===== config.mk =====
export PLATFORM = sky130hd
export DESIGN_NAME = apb_cmd_bridge_flat
export DESIGN_NICKNAME = d
export VERILOG_FILES = /design/src/rtl/apb_pkg.sv /design/src/rtl/apb_cmd_bridge_if.sv /design/src/rtl/apb_wait_timer.sv /design/src/rtl/apb_cmd_bridge.sv /design/src/flat_wrapper.sv
export SDC_FILE = /design/constraint.sdc
export NUM_CORES = 1
export LEC_CHECK = 0
export ABC_CLOCK_PERIOD_IN_PS = 1900
export BUFFER_PORTS_ARGS = -buffer_cell sky130_fd_sc_hd__buf_4
export CAP_MARGIN = 20
export CORE_MARGIN = 2
export CORE_UTILIZATION = 41
export DETAILED_ROUTE_END_ITERATION = 12
export PLACE_DENSITY = 0.81
export SLEW_MARGIN = 5
export SYNTH_ARGS = -nofsm -noshare
export SYNTH_HDL_FRONTEND = slang
export SYNTH_HIERARCHICAL = 1
export SYNTH_SLANG_ARGS = --single-unit

===== constraint.sdc =====
create_clock -name PCLK -period 1.9 [get_ports PCLK]
set_input_delay 0 -clock PCLK [delete_from_list [all_inputs] [get_ports PCLK]]
set_output_delay 0 -clock PCLK [all_outputs]
set_load 0.005 [all_outputs]

===== src/rtl/apb_pkg.sv =====
// Shared definitions for the APB command bridge.
// Contents:
//   apb_state_e      bridge FSM state encoding (IDLE/SETUP/ACCESS/RESP)
//   APB_ADDR_W       default address width
//   APB_DATA_W       default data width
//   APB_TIMEOUT_CYC  default ACCESS-phase timeout in cycles (0 disables it)
package apb_pkg;

  typedef enum logic [1:0] {
    ST_IDLE   = 2'b00,
    ST_SETUP  = 2'b01,
    ST_ACCESS = 2'b10,
    ST_RESP   = 2'b11
  } apb_state_e;

  localparam int APB_ADDR_W      = 32;
  localparam int APB_DATA_W      = 32;
  localparam int APB_TIMEOUT_CYC = 16;

endpackage


===== src/rtl/apb_cmd_bridge_if.sv =====
// Bundle of the command, response and APB requester signals of apb_cmd_bridge.
// Modports:
//   master  bridge side: takes commands, drives APB, returns responses
//   slave   environment side: issues commands, models the APB fabric,
//           consumes responses
interface apb_cmd_bridge_if
  import apb_pkg::*;
#(
  parameter int ADDR_W = APB_ADDR_W,
  parameter int DATA_W = APB_DATA_W
);

  logic              cmd_valid;
  logic              cmd_ready;
  logic              cmd_write;
  logic [ADDR_W-1:0] cmd_addr;
  logic [DATA_W-1:0] cmd_wdata;

  logic              rsp_valid;
  logic              rsp_ready;
  logic [DATA_W-1:0] rsp_rdata;
  logic              rsp_err;
  logic              rsp_timeout;

  logic              PSEL;
  logic              PENABLE;
  logic              PWRITE;
  logic [ADDR_W-1:0] PADDR;
  logic [DATA_W-1:0] PWDATA;
  logic [DATA_W-1:0] PRDATA;
  logic              PREADY;
  logic              PSLVERR;

  modport master (
    input  cmd_valid, cmd_write, cmd_addr, cmd_wdata, rsp_ready,
           PRDATA, PREADY, PSLVERR,
    output cmd_ready, rsp_valid, rsp_rdata, rsp_err, rsp_timeout,
           PSEL, PENABLE, PWRITE, PADDR, PWDATA
  );

  modport slave (
    output cmd_valid, cmd_write, cmd_addr, cmd_wdata, rsp_ready,
           PRDATA, PREADY, PSLVERR,
    input  cmd_ready, rsp_valid, rsp_rdata, rsp_err, rsp_timeout,
           PSEL, PENABLE, PWRITE, PADDR, PWDATA
  );

endinterface


===== src/rtl/apb_wait_timer.sv =====
// Saturating wait-cycle counter for the ACCESS phase.
// Ports:
//   clk     clock, rising edge
//   rst     synchronous reset, active-high
//   clr     zero the counter (takes priority over en)
//   en      count one more wait cycle
//   expire  count has reached TIMEOUT_CYC-1; never set when TIMEOUT_CYC=0
module apb_wait_timer #(
  parameter int TIMEOUT_CYC = 16
) (
  input  logic clk,
  input  logic rst,
  input  logic clr,
  input  logic en,
  output logic expire
);

  // A zero timeout still needs a legal 1-bit counter.
  localparam int CNT_W = (TIMEOUT_CYC > 0) ? $clog2(TIMEOUT_CYC + 1) : 1;
  localparam logic [CNT_W-1:0] CNT_MAX  = {CNT_W{1'b1}};
  localparam logic [CNT_W-1:0] CNT_LAST = CNT_W'((TIMEOUT_CYC > 0) ? (TIMEOUT_CYC - 1) : 0);

  logic [CNT_W-1:0] count_r;

  // Wait counter: clear wins, otherwise count up and hold at all-ones.
  always_ff @(posedge clk) begin
    if (rst) begin
      count_r <= {CNT_W{1'b0}};
    end else if (clr) begin
      count_r <= {CNT_W{1'b0}};
    end else if (en && (count_r != CNT_MAX)) begin
      count_r <= count_r + CNT_W'(1);
    end else begin
      count_r <= count_r;
    end
  end

  assign expire = (TIMEOUT_CYC != 0) && (count_r == CNT_LAST);

endmodule


===== src/rtl/apb_cmd_bridge.sv =====
// Command-to-APB requester bridge: accepts one read/write command, runs an
// APB SETUP->ACCESS transfer and holds a single response until consumed.
// Ports:
//   PCLK    clock, rising edge
//   PRESET  synchronous reset, active-high; aborts any transfer in flight
//   bus     apb_cmd_bridge_if.master: cmd_* in, rsp_* out, APB requester side
// All bus outputs come straight from registers.
module apb_cmd_bridge
  import apb_pkg::*;
#(
  parameter int ADDR_W      = APB_ADDR_W,
  parameter int DATA_W      = APB_DATA_W,
  parameter int TIMEOUT_CYC = APB_TIMEOUT_CYC
) (
  input logic              PCLK,
  input logic              PRESET,
  apb_cmd_bridge_if.master bus
);

  apb_state_e        state_r, state_next;
  logic              cmd_ready_r, cmd_ready_next;
  logic              psel_r, psel_next;
  logic              penable_r, penable_next;
  logic              pwrite_r, pwrite_next;
  logic [ADDR_W-1:0] paddr_r, paddr_next;
  logic [DATA_W-1:0] pwdata_r, pwdata_next;
  logic              rsp_valid_r, rsp_valid_next;
  logic [DATA_W-1:0] rsp_rdata_r, rsp_rdata_next;
  logic              rsp_err_r, rsp_err_next;
  logic              rsp_timeout_r, rsp_timeout_next;
  logic              tmr_clr_s, tmr_en_s, tmr_expire_s;

  apb_wait_timer #(.TIMEOUT_CYC(TIMEOUT_CYC)) u_wait_timer (
    .clk    (PCLK),
    .rst    (PRESET),
    .clr    (tmr_clr_s),
    .en     (tmr_en_s),
    .expire (tmr_expire_s)
  );

  // Next-state and next-output logic; every register holds unless changed.
  always_comb begin
    state_next       = state_r;
    cmd_ready_next   = cmd_ready_r;
    psel_next        = psel_r;
    penable_next     = penable_r;
    pwrite_next      = pwrite_r;
    paddr_next       = paddr_r;
    pwdata_next      = pwdata_r;
    rsp_valid_next   = rsp_valid_r;
    rsp_rdata_next   = rsp_rdata_r;
    rsp_err_next     = rsp_err_r;
    rsp_timeout_next = rsp_timeout_r;
    tmr_clr_s        = 1'b0;
    tmr_en_s         = 1'b0;
    case (state_r)
      ST_IDLE: begin
        if (bus.cmd_valid) begin
          state_next     = ST_SETUP;
          cmd_ready_next = 1'b0;
          psel_next      = 1'b1;
          penable_next   = 1'b0;
          pwrite_next    = bus.cmd_write;
          paddr_next     = bus.cmd_addr;
          pwdata_next    = bus.cmd_wdata;
        end else begin
          state_next = ST_IDLE;
        end
      end
      ST_SETUP: begin
        // Counter is zero in the first ACCESS cycle.
        state_next   = ST_ACCESS;
        penable_next = 1'b1;
        tmr_clr_s    = 1'b1;
      end
      ST_ACCESS: begin
        // A ready slave wins over a timeout expiring in the same cycle.
        if (bus.PREADY) begin
          state_next       = ST_RESP;
          psel_next        = 1'b0;
          penable_next     = 1'b0;
          rsp_valid_next   = 1'b1;
          rsp_rdata_next   = pwrite_r ? {DATA_W{1'b0}} : bus.PRDATA;
          rsp_err_next     = bus.PSLVERR;
          rsp_timeout_next = 1'b0;
        end else if (tmr_expire_s) begin
          state_next       = ST_RESP;
          psel_next        = 1'b0;
          penable_next     = 1'b0;
          rsp_valid_next   = 1'b1;
          rsp_rdata_next   = {DATA_W{1'b0}};
          rsp_err_next     = 1'b1;
          rsp_timeout_next = 1'b1;
        end else begin
          tmr_en_s = 1'b1;
        end
      end
      ST_RESP: begin
        // No bypass: a new command is taken only once back in IDLE.
        if (bus.rsp_ready) begin
          state_next     = ST_IDLE;
          rsp_valid_next = 1'b0;
          cmd_ready_next = 1'b1;
        end else begin
          state_next = ST_RESP;
        end
      end
      default: begin
        state_next     = ST_IDLE;
        cmd_ready_next = 1'b1;
        psel_next      = 1'b0;
        penable_next   = 1'b0;
        rsp_valid_next = 1'b0;
      end
    endcase
  end

  // State and output registers with synchronous reset.
  always_ff @(posedge PCLK) begin
    if (PRESET) begin
      state_r       <= ST_IDLE;
      cmd_ready_r   <= 1'b1;
      psel_r        <= 1'b0;
      penable_r     <= 1'b0;
      pwrite_r      <= 1'b0;
      paddr_r       <= {ADDR_W{1'b0}};
      pwdata_r      <= {DATA_W{1'b0}};
      rsp_valid_r   <= 1'b0;
      rsp_rdata_r   <= {DATA_W{1'b0}};
      rsp_err_r     <= 1'b0;
      rsp_timeout_r <= 1'b0;
    end else begin
      state_r       <= state_next;
      cmd_ready_r   <= cmd_ready_next;
      psel_r        <= psel_next;
      penable_r     <= penable_next;
      pwrite_r      <= pwrite_next;
      paddr_r       <= paddr_next;
      pwdata_r      <= pwdata_next;
      rsp_valid_r   <= rsp_valid_next;
      rsp_rdata_r   <= rsp_rdata_next;
      rsp_err_r     <= rsp_err_next;
      rsp_timeout_r <= rsp_timeout_next;
    end
  end

  assign bus.cmd_ready   = cmd_ready_r;
  assign bus.PSEL        = psel_r;
  assign bus.PENABLE     = penable_r;
  assign bus.PWRITE      = pwrite_r;
  assign bus.PADDR       = paddr_r;
  assign bus.PWDATA      = pwdata_r;
  assign bus.rsp_valid   = rsp_valid_r;
  assign bus.rsp_rdata   = rsp_rdata_r;
  assign bus.rsp_err     = rsp_err_r;
  assign bus.rsp_timeout = rsp_timeout_r;

endmodule

===== src/flat_wrapper.sv =====
// flat-port wrapper written by rule: the top's interface ports become plain ports
module apb_cmd_bridge_flat import apb_pkg::*;
#(
  parameter int ADDR_W      = APB_ADDR_W,
  parameter int DATA_W      = APB_DATA_W,
  parameter int TIMEOUT_CYC = APB_TIMEOUT_CYC
)
  (PCLK, PRESET, bus_cmd_valid, bus_cmd_write, bus_cmd_addr, bus_cmd_wdata, bus_rsp_ready, bus_PRDATA, bus_PREADY, bus_PSLVERR, bus_cmd_ready, bus_rsp_valid, bus_rsp_rdata, bus_rsp_err, bus_rsp_timeout, bus_PSEL, bus_PENABLE, bus_PWRITE, bus_PADDR, bus_PWDATA);
  apb_cmd_bridge_if #(.ADDR_W(ADDR_W), .DATA_W(DATA_W)) bus_i ();
  input logic PCLK;
  input logic PRESET;
  input wire logic [$bits(bus_i.cmd_valid)-1:0] bus_cmd_valid;
  input wire logic [$bits(bus_i.cmd_write)-1:0] bus_cmd_write;
  input wire logic [$bits(bus_i.cmd_addr)-1:0] bus_cmd_addr;
  input wire logic [$bits(bus_i.cmd_wdata)-1:0] bus_cmd_wdata;
  input wire logic [$bits(bus_i.rsp_ready)-1:0] bus_rsp_ready;
  input wire logic [$bits(bus_i.PRDATA)-1:0] bus_PRDATA;
  input wire logic [$bits(bus_i.PREADY)-1:0] bus_PREADY;
  input wire logic [$bits(bus_i.PSLVERR)-1:0] bus_PSLVERR;
  output wire logic [$bits(bus_i.cmd_ready)-1:0] bus_cmd_ready;
  output wire logic [$bits(bus_i.rsp_valid)-1:0] bus_rsp_valid;
  output wire logic [$bits(bus_i.rsp_rdata)-1:0] bus_rsp_rdata;
  output wire logic [$bits(bus_i.rsp_err)-1:0] bus_rsp_err;
  output wire logic [$bits(bus_i.rsp_timeout)-1:0] bus_rsp_timeout;
  output wire logic [$bits(bus_i.PSEL)-1:0] bus_PSEL;
  output wire logic [$bits(bus_i.PENABLE)-1:0] bus_PENABLE;
  output wire logic [$bits(bus_i.PWRITE)-1:0] bus_PWRITE;
  output wire logic [$bits(bus_i.PADDR)-1:0] bus_PADDR;
  output wire logic [$bits(bus_i.PWDATA)-1:0] bus_PWDATA;
  assign bus_i.cmd_valid = bus_cmd_valid;
  assign bus_i.cmd_write = bus_cmd_write;
  assign bus_i.cmd_addr = bus_cmd_addr;
  assign bus_i.cmd_wdata = bus_cmd_wdata;
  assign bus_i.rsp_ready = bus_rsp_ready;
  assign bus_i.PRDATA = bus_PRDATA;
  assign bus_i.PREADY = bus_PREADY;
  assign bus_i.PSLVERR = bus_PSLVERR;
  assign bus_cmd_ready = bus_i.cmd_ready;
  assign bus_rsp_valid = bus_i.rsp_valid;
  assign bus_rsp_rdata = bus_i.rsp_rdata;
  assign bus_rsp_err = bus_i.rsp_err;
  assign bus_rsp_timeout = bus_i.rsp_timeout;
  assign bus_PSEL = bus_i.PSEL;
  assign bus_PENABLE = bus_i.PENABLE;
  assign bus_PWRITE = bus_i.PWRITE;
  assign bus_PADDR = bus_i.PADDR;
  assign bus_PWDATA = bus_i.PWDATA;
  apb_cmd_bridge #(.ADDR_W(ADDR_W), .DATA_W(DATA_W), .TIMEOUT_CYC(TIMEOUT_CYC)) u_core (.PCLK(PCLK), .PRESET(PRESET), .bus(bus_i));
endmodule

==> run_results.csv <==
group,metric,value,unit
floorplanning,die_w,103.7,um
final_layout,layout-drive-gt1-share,31.69,%
power,switching_share,25.62,%
global_route,antenna_found_initial,0,
floorplanning,die-height,103.7,um
route,drc_errors,0,
yosys,syn_avg_cell_area,8.235,um^2
sta,clock_skew,7.836,ps
cts,clock_path_buffers,2,
worst_setup_path,rr_startpoint,"u_core/u_wait_timer/count_r[1]",
sta,fmax,559.0,MHz
placed_design,placed_area,5669,um^2
final_layout,layout_commonest_cell,"buf_4",
sta,fin_crit_sh,94.16,%
power,power.leakage,3.027,nW
cts,clk_pin_slew,100,ps
route,vias,4701,
worst_setup_path,crit_start,"u_core/u_wait_timer/count_r[1]",
worst_setup_path,setup.worst_path.end,"u_core/u_wait_timer/count_r[3]",
global_route,grt-ovfl-total,0,
cts,cts_root_buf,"clkbuf_8",
global_route,met2_usage,44.75,%
yosys,syn_nets,601,
yosys,syn_area,4076,um^2
cts,worstSkewPairLatency,360,ps
sta,tightestPinTransition,533.9,ps
worst_setup_path,reg2reg_depth,7,
global_route,grt_pass1_wl,22.17,mm
global_route,met3_usage,6.860,%
worst_setup_path,worstSetupPathType,"reg2reg",
power,ir_worst_vdd,0.4771,mV
yosys,async_flop_share,0,%
route,wl,14.00,mm
power,seqPwrFrac,51.1,%
cts,cts_tree,"yes",
outcome,status,"finished clean",
floorplanning,start_util,41.90,%
global_route,use_met1,27.78,%
power,p_per_area,706.9,nW/um^2
power,clkPwrFrac,28.8,%
sta,hold_viol,0,
cts,h-tree-depth,3,
final_layout,area_delta_synth_final,70.47,%
floorplanning,ioPinCount,206,
worst_setup_path,arrival,2090,ps
yosys,synth_edf_count,0,
yosys,synth_ff_type,"dfxtp_1",
global_route,grt_start_max_net_pins,53,
sta,finalCriticalPeriod,1789,ps
final_layout,fin_nets,894,
worst_setup_path,critPathMaxFanout,3,
power,p_switching,1.258,mW
final_layout,fin_area,6949,um^2
route,first_iter_violations,237,
yosys,ys_seq_area_share,54.02,%
worst_setup_path,cp-start-kind,"flip-flop",
worst_setup_path,critPathRequiredTime,2200,ps
hold_path,hold_class,"in2reg",
floorplanning,rows,36,
route,wl_per_cell,15.13,um
floorplanning,die_area,10760,um^2
sta,slew_headroom,64.41,%
sta,setup_violations,0,
worst_setup_path,crit_path_end_kind,"flip-flop",
route,vias_per_cell,5.082,
route,ant_nets,0,
worst_setup_path,r2r_setup_slack,110,ps
global_route,gr-max-usage-layer,"met2",
power,pwr-share-comb,20.1,%
placed_design,io_buffers,205,
floorplanning,coreArea,9729,um^2
cts,clock_sinks,110,
yosys,ys.warnings.count,6,
worst_setup_path,rr_endpoint,"u_core/u_wait_timer/count_r[3]",
final_layout,diodes,0,
yosys,synth_seq_cells,110,
global_route,grt_pass1_vias,4630,
yosys,syn_inst,495,
cts,cts_made_buffers,9,
route,first_pass_iters,4,
placed_design,dp.cells,805,
sta,finalMaxSlewViolations,0,
placed_design,dp_hpwl,8.122,mm
placed_design,gp_congestion,0.7796,
job,max_cap_viol_count,0,
yosys,ys_types,37,
sta,rsz0062_at_grt,"false",
final_layout,final_cell_mix,"222 x buf_4, 167 x nand2_1, 110 x dfxtp_1, 102 x dlygate4sd3_1, 72 x a21oi_1",
global_route,grt_usage,25.30,%
power,p_int,3.654,mW
final_layout,finalNonFillerCells,925,
==> per-layer routing <==
layer / part of all wire, % / vias to the layer above
met5: 0 / -
met4: 4.0 / 0
met3: 7.4 / 56
met2: 51 / 232
met1: 38 / 2173
li1: - / 2240
==> power groups by stage <==
stage | Clock (mW) | Combinational (mW) | Sequential, mW
finish | 1.42 | 0.986 | 2.51
CTS | 1.46 | 0.952 | 2.51
floorplan | 0 | 0.357 | 2.56
global placement | 0 | 0.758 | 2.55
global route | 1.54 | 1.07 | 2.53
detailed placement | 0 | 0.779 | 2.56
==> worst max-delay path: stages (launching register included) <==
cell and delay, ps:
dfxtp_1 340, ha_1 210, and3_4 200, ha_4 170, nor3b_4 250, nand2b_4 70, or3_1 360, a21oi_1 140
==> layout make-up <==
cell class              count  area [um^2]
inverters                   2        7.507
flip-flops and latches    110         2202
multi-input cells         340         1675
repair buffers            325         2699
well taps                 133        166.4
clock inverters             3        43.79
fillers                   672         2780
clock buffers              12        155.1
==> sequential cells by signal, summed over array words and instances, names as in the netlist <==
signal                       cells
u_core/bus.PADDR                32
u_core/bus.PENABLE               1
u_core/bus.PSEL                  1
u_core/bus.PWDATA               32
u_core/bus.PWRITE                1
u_core/bus.cmd_ready             1
u_core/bus.rsp_err               1
u_core/bus.rsp_rdata            32
u_core/bus.rsp_timeout           1
u_core/bus.rsp_valid             1
u_core/state_r                   2
u_core/u_wait_timer/count_r      5
==> synthesized netlist by cell type (all sizes together), types with 2 or more instances <==
cell type	instances	share of area (%)
nor2	4	0.37
ha	3	0.92
a21oi	72	8.8
or2	2	0.31
buf	25	4.3
nor2b	2	0.31
nand2b	3	0.64
clkbuf	18	1.7
nor3b	3	0.68
a211oi	2	0.37
nand4	32	4.9
nand3	2	0.25
o21ai	34	4.2
nand2	167	15
dfxtp	110	54
==> worst min path at each step <==
stage / startpoint / to / cells past startpoint
global route: bus_cmd_wdata[7] / u_core/bus.PWDATA[7] / 4
finish: bus_PRDATA[9] / u_core/bus.rsp_rdata[9] / 4
global placement: bus_PRDATA[2] / u_core/bus.rsp_rdata[2] / 3
CTS: bus_PRDATA[5] / u_core/bus.rsp_rdata[5] / 4
floorplan: bus_PREADY / u_core/bus.rsp_timeout / 1
detailed placement: bus_PRDATA[7] / u_core/bus.rsp_rdata[7] / 3
==> logic make-up after synthesis <==
logic type	after synthesis	synth area share (%)
compound gates	113	14.43
xor+xnor	2	0.4298
fa+ha+maj	3	0.9209
buf+inv	45	6.169
flops	110	54.02
simple gates	222	24.03
==> repair_timing <==
item                                    CTS  global route
setup buffers                             0             3
hold buffers                            102             0
endpoints found under the hold margin   103             0
resized for setup                         4            14
endpoints found under the setup margin   22            23
pin swaps                                 1             2
==> stage by stage <==
step           TNS [ps]  utilization [%]  total power, mW  hold slack (ps)  setup WS [ps]
6_report              0            71.42            4.912            433.4          111.0
5_1_grt               0            71.42            5.131            425.4          27.81
4_1_cts               0            70.92            4.920            398.7          16.74
3_5_place_dp      -1692            58.27            3.339            237.6         -119.4
3_3_place_gp          0            58.27            3.311            229.7          6.863
2_1_floorplan    -4.951                -            2.917            96.61         -4.951
(Power assumes the default switching activity.)
